**src/rtl/noc_out_arbiter_pkg.sv**
```systemverilog
// Shared definitions for the per-direction NoC output arbiter.
// Holds the requester index map, FSM encoding and round-robin helpers.
package noc_out_arbiter_pkg;

  localparam int DW      = 32;
  localparam int NREQ    = 5;
  localparam int TIMEOUT = 15;
  localparam int IDXW    = 3;
  localparam int CNTW    = 4;
  localparam int PCW     = 16;

  // Requester order matches the Inr bit order of the OutPort stages
  localparam logic [IDXW-1:0] P_W = 3'd0;
  localparam logic [IDXW-1:0] P_S = 3'd1;
  localparam logic [IDXW-1:0] P_E = 3'd2;
  localparam logic [IDXW-1:0] P_N = 3'd3;
  localparam logic [IDXW-1:0] P_L = 3'd4;

  localparam logic [CNTW-1:0] TMR_LOAD = CNTW'(TIMEOUT - 1);

  typedef enum logic [1:0] {
    ST_IDLE = 2'd0,
    ST_SEND = 2'd1,
    ST_WAIT = 2'd2
  } state_e;

  function automatic logic [IDXW-1:0] rr_next(input logic [IDXW-1:0] idx);
    return (idx >= P_L) ? '0 : idx + 3'd1;
  endfunction

  function automatic logic [NREQ-1:0] onehot(input logic [IDXW-1:0] idx);
    logic [NREQ-1:0] v;
    v      = '0;
    v[idx] = 1'b1;
    return v;
  endfunction

endpackage

```
**src/rtl/noc_out_arbiter_if.sv**
```systemverilog
// Request/grant and downstream-link bundle of one output arbiter.
// master = requester side plus downstream FIFO, slave = arbiter.
interface noc_out_arbiter_if;
  import noc_out_arbiter_pkg::*;

  logic [NREQ-1:0]    req;
  logic [NREQ*DW-1:0] data_in;
  logic               link_full;
  logic [NREQ-1:0]    gnt;
  logic               link_wrreq;
  logic [DW-1:0]      link_data;
  logic [PCW-1:0]     pkt_cnt;
  logic               err;

  modport master (
    output req, data_in, link_full,
    input  gnt, link_wrreq, link_data, pkt_cnt, err
  );

  modport slave (
    input  req, data_in, link_full,
    output gnt, link_wrreq, link_data, pkt_cnt, err
  );

endinterface

```
**src/rtl/noc_out_arbiter_rr_pick5.sv**
```systemverilog
// Combinational round-robin pick: first set request after i_rr_last,
// wrapping modulo NREQ, so the last winner has the lowest priority.
module noc_out_arbiter_rr_pick5
  import noc_out_arbiter_pkg::*;
(
  input  logic [NREQ-1:0] i_req,
  input  logic [IDXW-1:0] i_rr_last,
  output logic [IDXW-1:0] o_idx,
  output logic            o_any
);

  logic [IDXW-1:0] w_cand;

  always_comb begin
    o_idx  = '0;
    o_any  = 1'b0;
    w_cand = rr_next(i_rr_last);
    for (int k = 0; k < NREQ; k++) begin
      if (!o_any && i_req[w_cand]) begin
        o_idx = w_cand;
        o_any = 1'b1;
      end
      w_cand = rr_next(w_cand);
    end
  end

endmodule

```
**src/rtl/noc_out_arbiter.sv**
```systemverilog
// Per-direction output arbiter: round-robin grant, one registered write
// to the downstream FIFO, then wait for the winner to release its request.
//
// state | meaning
// IDLE  | waiting for a request while the link is not full
// SEND  | flit latched; write strobe and grant driven for one cycle
// WAIT  | waiting for the winner to drop req, bounded by the timeout
module noc_out_arbiter
  import noc_out_arbiter_pkg::*;
(
  input  logic             clk,
  input  logic             reset,
  noc_out_arbiter_if.slave bus
);

  state_e          r_state, w_state_nxt;
  logic [IDXW-1:0] r_win, r_rr_last;
  logic [DW-1:0]   r_link_data;
  logic [NREQ-1:0] r_gnt, w_gnt_nxt;
  logic            r_wrreq, w_wrreq_nxt;
  logic [PCW-1:0]  r_pkt_cnt;
  logic            r_err;
  logic [CNTW-1:0] r_tmr;
  logic [IDXW-1:0] w_pick_idx;
  logic            w_pick_any;
  logic [DW-1:0]   w_data_sel;
  logic            w_start, w_released, w_tmo;

  noc_out_arbiter_rr_pick5 u_pick (
    .i_req     (bus.req),
    .i_rr_last (r_rr_last),
    .o_idx     (w_pick_idx),
    .o_any     (w_pick_any)
  );

  always_comb begin
    w_data_sel = '0;
    for (int i = 0; i < NREQ; i++)
      if (w_pick_idx == IDXW'(i)) w_data_sel = bus.data_in[i*DW +: DW];
  end

  // link_full only gates the decision in IDLE; a write already in SEND completes
  assign w_start    = (r_state == ST_IDLE) && w_pick_any && !bus.link_full;
  assign w_released = !bus.req[r_win];
  assign w_tmo      = (r_tmr == '0);

  always_ff @(posedge clk) begin
    if (!reset) r_state <= ST_IDLE;
    else        r_state <= w_state_nxt;
  end

  always_comb begin
    w_state_nxt = r_state;
    case (r_state)
      ST_IDLE: if (w_start) w_state_nxt = ST_SEND;
      ST_SEND: w_state_nxt = ST_WAIT;
      ST_WAIT: if (w_released || w_tmo) w_state_nxt = ST_IDLE;
      default: w_state_nxt = ST_IDLE;
    endcase
  end

  always_comb begin
    w_gnt_nxt   = '0;
    w_wrreq_nxt = 1'b0;
    if (w_start) begin
      w_gnt_nxt   = onehot(w_pick_idx);
      w_wrreq_nxt = 1'b1;
    end
  end

  always_ff @(posedge clk) begin
    if (!reset) begin
      r_gnt       <= '0;
      r_wrreq     <= 1'b0;
      r_link_data <= '0;
      r_win       <= '0;
      r_rr_last   <= P_L;
      r_tmr       <= '0;
      r_err       <= 1'b0;
    end else begin
      r_gnt   <= w_gnt_nxt;
      r_wrreq <= w_wrreq_nxt;
      if (w_start) begin
        r_link_data <= w_data_sel;
        r_win       <= w_pick_idx;
        r_rr_last   <= w_pick_idx;
      end
      if (r_state == ST_SEND)
        r_tmr <= TMR_LOAD;
      else if (r_state == ST_WAIT && !w_tmo)
        r_tmr <= r_tmr - 1'b1;
      if (r_state == ST_WAIT && !w_released && w_tmo)
        r_err <= 1'b1;
    end
  end

  always_ff @(posedge clk) begin
    if (!reset)                 r_pkt_cnt <= '0;
    else if (r_state == ST_SEND) r_pkt_cnt <= r_pkt_cnt + 1'b1;
  end

  assign bus.gnt        = r_gnt;
  assign bus.link_wrreq = r_wrreq;
  assign bus.link_data  = r_link_data;
  assign bus.pkt_cnt    = r_pkt_cnt;
  assign bus.err        = r_err;

endmodule
```
**src/flat_wrapper.sv**
```systemverilog
// flat-port wrapper written by rule: the top's interface ports become plain ports
module noc_out_arbiter_flat import noc_out_arbiter_pkg::*;
  (clk, reset, bus_req, bus_data_in, bus_link_full, bus_gnt, bus_link_wrreq, bus_link_data, bus_pkt_cnt, bus_err);
  noc_out_arbiter_if bus_i ();
  input  logic clk;
  input  logic reset;
  input wire logic [$bits(bus_i.req)-1:0] bus_req;
  input wire logic [$bits(bus_i.data_in)-1:0] bus_data_in;
  input wire logic [$bits(bus_i.link_full)-1:0] bus_link_full;
  output wire logic [$bits(bus_i.gnt)-1:0] bus_gnt;
  output wire logic [$bits(bus_i.link_wrreq)-1:0] bus_link_wrreq;
  output wire logic [$bits(bus_i.link_data)-1:0] bus_link_data;
  output wire logic [$bits(bus_i.pkt_cnt)-1:0] bus_pkt_cnt;
  output wire logic [$bits(bus_i.err)-1:0] bus_err;
  assign bus_i.req = bus_req;
  assign bus_i.data_in = bus_data_in;
  assign bus_i.link_full = bus_link_full;
  assign bus_gnt = bus_i.gnt;
  assign bus_link_wrreq = bus_i.link_wrreq;
  assign bus_link_data = bus_i.link_data;
  assign bus_pkt_cnt = bus_i.pkt_cnt;
  assign bus_err = bus_i.err;
  noc_out_arbiter u_core (.clk(clk), .reset(reset), .bus(bus_i));
endmodule
```
**config.mk**
```make
export PLATFORM = sky130hd
export DESIGN_NAME = noc_out_arbiter_flat
export DESIGN_NICKNAME = d
export VERILOG_FILES = /design/src/rtl/noc_out_arbiter_pkg.sv /design/src/rtl/noc_out_arbiter_if.sv /design/src/rtl/noc_out_arbiter_rr_pick5.sv /design/src/rtl/noc_out_arbiter.sv /design/src/flat_wrapper.sv
export SDC_FILE = /design/constraint.sdc
export NUM_CORES = 1
export LEC_CHECK = 0
export BUFFER_PORTS_ARGS = -buffer_cell sky130_fd_sc_hd__buf_2
export CAP_MARGIN = 20
export CORE_MARGIN = 2
export CORE_UTILIZATION = 53
export CTS_CLUSTER_DIAMETER = 50
export CTS_CLUSTER_SIZE = 16
export DETAILED_ROUTE_END_ITERATION = 8
export PLACE_DENSITY = 0.95
export SLEW_MARGIN = 20
export SYNTH_ARGS = -nofsm -noshare
export SYNTH_HDL_FRONTEND = slang
export SYNTH_SLANG_ARGS = --single-unit
export TNS_END_PERCENT = 1
```
**constraint.sdc**
```tcl
create_clock -name clk -period 15.8 [get_ports clk]
set_input_delay 2.37 -clock clk [delete_from_list [all_inputs] [get_ports clk]]
set_output_delay 2.37 -clock clk [all_outputs]
set_load 0.02 [all_outputs]
```
After elaboration in Yosys (flattened, before gate mapping)
Index checks and enable logic that the tools add are counted.
W data, S select, Z words.
{ "op_classes": {"add_sub_neg": 7, "order_cmp": 13, "n_eq_ne": 8, "muxes": 40, "n_bitwise": 1, "reduce_logical": 25} }
{ "op_table": {"columns": ["cell", "n"], "rows": [
  ["$mux W32", 5],
  ["$mux W3", 10],
  ["$lt A3 B4 Y1 const B", 7],
  ["$bmux W1 S3", 6],
  ["$add A16 B1 Y16 const B", 1],
  ["$add A3 B1 Y3 const B", 5],
  ["$ge A3 B3 Y1 const B", 5],
  ["$mux W1", 13],
  ["$logic_and A1 B1 Y1", 10],
  ["$mux W4", 2],
  ["$logic_not A1 Y1", 7],
  ["$eq A3 B2 Y1 const B", 2],
  ["$pmux W2 S3", 1],
  ["$logic_not A4 Y1", 1],
  ["$mux W2", 2],
  ["$ne A2 B1 Y1 const B", 2],
  ["$reduce_and A2 Y1", 2],
  ["$sub A4 B1 Y4 const B", 1],
  ["$demux W1 S3", 1],
  ["$eq A3 B1 Y1 const B", 1],
  ["$eq A3 B3 Y1 const B", 1],
  ["$ge A3 B1 Y1 const B", 1],
  ["$logic_not A3 Y1", 1],
  ["$eq A2 B1 Y1 const B", 1],
  ["6 further kinds", 6]
]} }
{ "word_totals": {"regBits": 67, "input_bits": 168} }

Logic depth before layout (Yosys ltp)
{ "depth": {"ltp_word": 23, "depth_mapped": 23} }

Hierarchy
Synthesis repeated with hierarchy kept, for this count alone.
{ "hier_totals": {"cells_unflattened": 548, "area_unflattened_um2": 4419.2} }
{ "by_module_without_submodules": {"columns": ["mod", "n_inst", "cells_each", "area_each_um2"], "rows": [
  ["noc_out_arbiter", 1, 450, 3719.8],
  ["noc_out_arbiter_rr_pick5", 1, 98, 699.4]
]} }

Worst setup path after synthesis
Ideal clock, no wire load.
{ "synth_path": {"path_type": "reg2reg", "start": "reg u_core.r_rr_last[0]", "end": "reg u_core.r_link_data[10] (netlist: u_core.bus.link_data[10])", "arrival_ns": 4.797, "required_time_ns": 15.664, "slack_ns": 10.867, "stages_incl_launch_ff": 24, "cell_sequence": "dfxtp_1 > buf_6 > inv_1 > ha_1 > nor2b_1 > ha_1 > and2_1 > ha_1 > inv_1 > a21oi_1 > ha_1 > and2_1 > a21oi_2 > inv_1 > ha_1 > o211ai_1 > or4b_1 > o211ai_1 > o2111a_2 > o21a_1 > buf_6 > buf_12 > mux2i_1 > a211oi_2"} }
{ "synth_between": {"elab_chain_len": 23, "elab_cells_between_ends": 55, "cone_classes": "5 x add/sub; 5 x order compare; 4 x eq/ne; 30 x mux; 11 x reduce/logical"} }
{ "synth_rtl": {"columns": ["element", "line_no", "rtl"], "rows": [
  ["start: declaration", "noc_out_arbiter.sv:17", "logic [IDXW-1:0] r_win, r_rr_last;"],
  ["start signal: assignment", "noc_out_arbiter.sv:86", "r_rr_last <= w_pick_idx;"],
  ["$add A3 B1 Y3 / $ge A3 B3 Y1 (equally long branches)", "noc_out_arbiter_pkg.sv:28", "return (idx >= P_L) ? '0 : idx + 3'd1;"],
  ["$mux W3 (*)", "noc_out_arbiter_pkg.sv:28", null],
  ["parallel branches: the longest is 21 deep, another holds $add A3 B1 Y3", null, null],
  ["end signal: assignment", "noc_out_arbiter.sv:84", "r_link_data <= w_data_sel;"],
  ["end: declaration", "noc_out_arbiter.sv:18", "logic [DW-1:0] r_link_data;"]
]} }
Every way passes the cells marked *. The select of a mux whose other input is x is not followed.
A chain may end at the register's enable or synchronous reset.

Worst setup path after layout
{ "layout_path": {"start": "reg u_core.r_rr_last[0]", "end": "reg u_core.r_link_data[4] (netlist: u_core.bus.link_data[4])"} }
Same word-level chain as after synthesis.

==> results.sh <==
export IMPL_synth_top_area_frac=0.250
export IMPL_arrival_ps=6510
export IMPL_rows=36
export IMPL_drv_slew=0
export IMPL_syn_to_final_growth_pct=23.1
export IMPL_synth_edff_count=0
export IMPL_grt_overflow=0
export IMPL_yosysTopAreaCell="dfxtp_1"
export IMPL_portBuffers=222
export IMPL_fillers=815
export IMPL_synth_cell_type_count=88
export IMPL_use_met1=0.358
export IMPL_leakage_nw=2.84
export IMPL_drtAntennaViolNets=0
export IMPL_vias=5502
export IMPL_synth_ff_type="dfxtp_1"
export IMPL_use_met3=0.0841
export IMPL_fin_skew_ps=13.3
export IMPL_syn_num_nets=741
export IMPL_r2r_end="u_core.bus.link_data[4]"
export IMPL_ioPinCount=223
export IMPL_startpoint_type="flip-flop"
export IMPL_ys_seq_area_frac=0.250
export IMPL_drive_above_1_share=0.408
export IMPL_yosysWarnings=0
export IMPL_coreArea_mm2=0.00964
export IMPL_critPathLaunch="u_core.r_rr_last[0]"
export IMPL_hpwl_mm=12.8
export IMPL_path_class="flip-flop to flip-flop"
export IMPL_synth_seq_cells=65
export IMPL_clock_path_buffers=2
export IMPL_path_clk_slew_ps=80
export IMPL_busiest_layer="met2"
export IMPL_min_path_cells=2
export IMPL_numPlacedInstances=874
export IMPL_cts_tree="done"
export IMPL_relSlewSlack=0.259
export IMPL_rsz0062_at_grt="no"
export IMPL_layout_cells_non_filler=891
export IMPL_critPathMaxStageDelay_ps=690
export IMPL_syn_inst=564
export IMPL_cts_root_buf="clkbuf_8"
export IMPL_start_util=0.539
export IMPL_max_freq_mhz=159
export IMPL_grt_max_degree=37
export IMPL_die_y_um=103
export IMPL_rr_startpoint="u_core.r_rr_last[0]"
export IMPL_worstPathRequired_ps=16020
export IMPL_path_cells="inv_1 > ha_1 > nor2b_1 > ha_1 > and2_1 > ha_1 > inv_1 > a21oi_1 > ha_1 > and2_1 > a21oi_2 > inv_1 > ha_1 > a21oi_1 > o32a_1 > o211a_1 > o21ai_2 > nand2_1 > nor3_4 > buf_4 > a211oi_1"
export IMPL_maxCapViolations=0
export IMPL_grt_met2_usage=0.522
export IMPL_drc_errors=0
export IMPL_die_area_mm2=0.0106
export IMPL_reg2reg_slack_ps=9510
export IMPL_numCtsBuffers=9
export IMPL_slowest_stage="dfxtp_1"
export IMPL_antenna_found_initial=1
export IMPL_async_flop_share=0
export IMPL_drt_wl_total_mm=17.1
export IMPL_yosys_top_cells_area="dfxtp_1 25%, mux2i_1 5.4%, a211oi_2 4.8%"
export IMPL_holdBufCountCts=0
export IMPL_crit_top_cell="ha_1"
export IMPL_finalSetupTns_ps=0
export IMPL_outcome="complete, no violations"
export IMPL_avgSynthCellArea_um2=9.22
export IMPL_die_x_um=103
export IMPL_grt_pass1_wl_mm=25.6
export IMPL_vdd_drop_max_uv=174
export IMPL_grt_pass1_vias=5276
export IMPL_firstDrtPassIters=5
export IMPL_crit_fanout=24
export IMPL_final_util=0.664
export IMPL_clock_sinks=65
export IMPL_post_cts_buffers=0
export IMPL_end_kind="flip-flop"
export IMPL_setup_violations=0
export IMPL_power_density_mw_per_mm2=217
export IMPL_final_nets=929
export IMPL_syn_area_mm2=0.00520
export IMPL_ys_top_cells_by_count="65 x dfxtp_1, 34 x nor2_1, 31 x nand3_1, 30 x nand2_1, 28 x mux2i_1"
export IMPL_cts_repair_resized=0
export IMPL_final_hold_viol_count=0
export IMPL_r2r_cells=21
export IMPL_worst_slew_pin_slew_ps=1110
export IMPL_fin_crit_sh=0.398
export IMPL_hp_class="flip-flop to flip-flop"
export IMPL_grt_usage=0.308
export IMPL_viasPerCell=6.18
export IMPL_clock_latency_ps=350
export IMPL_h_tree_depth=3
export IMPL_period_minus_slack_ps=6290
export IMPL_drt_iter0_markers=439
export IMPL_wl_per_cell_um=19.2
export IMPL_endpoint="u_core.bus.link_data[4]"
export IMPL_synth_most_common_cell="dfxtp_1"
export IMPL_gp_congestion=0.980
## placed cells by master (no fill, tap or decap), types with 9 or more instances in the layout
cell	instances
nand3_1	31
a211oi_2	20
a221oi_2	10
ha_1	9
and2_1	27
clkbuf_8	9
dfxtp_1	65
o311ai_1	12
a221oi_1	15
o311ai_0	12
a21oi_1	14
a21o_1	24
inv_1	11
o21ai_0	14
nor2_1	34
mux2i_1	28
buf_2	222
xor2_1	14
nand2_1	30
## cell type report
| cell class | instances | area, µm² | area share |
|---|---|---|---|
| clock buffer | 10 | 128 | 0.0199 |
| sequential | 65 | 1300 | 0.203 |
| antenna | 1 | 2.50 | 0.000391 |
| inverter | 12 | 45.0 | 0.00704 |
| tap | 133 | 166 | 0.0260 |
| multi-input combinational | 438 | 3500 | 0.547 |
| timing repair buffer | 226 | 1140 | 0.178 |
| clock inverter | 6 | 114 | 0.0178 |
## power by group
part / total (mW) / switching, mW / internal, mW
Combinational: 0.965 / 0.600 / 0.366
Clock: 0.178 / 0.0726 / 0.105
Sequential: 0.246 / 0.0357 / 0.210
## state kept, by name, indices dropped and copies added (netlist names)
| name | cells |
|---|---|
| u_core.r_state | 2 |
| u_core.r_win | 1 |
| u_core.bus.err | 1 |
| u_core.bus.gnt | 5 |
| u_core.r_tmr | 4 |
| u_core.r_rr_last | 3 |
| u_core.bus.pkt_cnt | 16 |
| u_core.bus.link_wrreq | 1 |
| u_core.bus.link_data | 32 |
## worst max-delay path: cells and delay by family (launching register included)
kind	cells	cell delay, ps
fa+ha+maj	5	1790
buf+inv	4	710
compound gates	7	1670
simple gates	5	1280
flops	1	690
## through the flow
stage               instance area [µm²]  power [mW]  hold WS (ps)  setup slack [ps]
finish                             6400        1.39           480              9510
global route                       6400        1.48           510              9090
CTS                                6390        1.37           479              9620
detailed placement                 6150        1.19           470              9660
global placement                   6150        1.18           460              9880
floorplan                          5200        1.07           446             10870
## worst min path at each step
stage	from	to
final	u_core.r_win[2]	u_core.r_win[2]
after global routing	u_core.r_win[2]	u_core.r_win[2]
after CTS	u_core.r_win[2]	u_core.r_win[2]
after detailed placement	u_core.r_win[2]	u_core.r_win[2]
after global placement	u_core.bus.err	u_core.bus.err
after floorplan	u_core.r_win[2]	u_core.r_win[2]
## metal layers
layer | vias to the layer above | wire length, µm
met3 | 60 | 1540
met1 | 2553 | 6430
li1 | 2583 | -
met4 | 0 | 750
met2 | 306 | 8350
met5 | - | 0
## cell families (layout without fill, tap and decap cells)
| family | Yosys count | count (layout) | share of synthesized area |
|---|---|---|---|
| xor+xnor | 17 | 17 | 0.0286 |
| fa+ha+maj | 9 | 9 | 0.0217 |
| mux | 31 | 31 | 0.0626 |
| compound gates | 195 | 195 | 0.345 |
| other cells | 0 | 1 | 0 |
| simple gates | 186 | 186 | 0.212 |
| buf+inv | 61 | 254 | 0.0799 |
| flops | 65 | 65 | 0.250 |
Power figures use the tool's default switching activity.
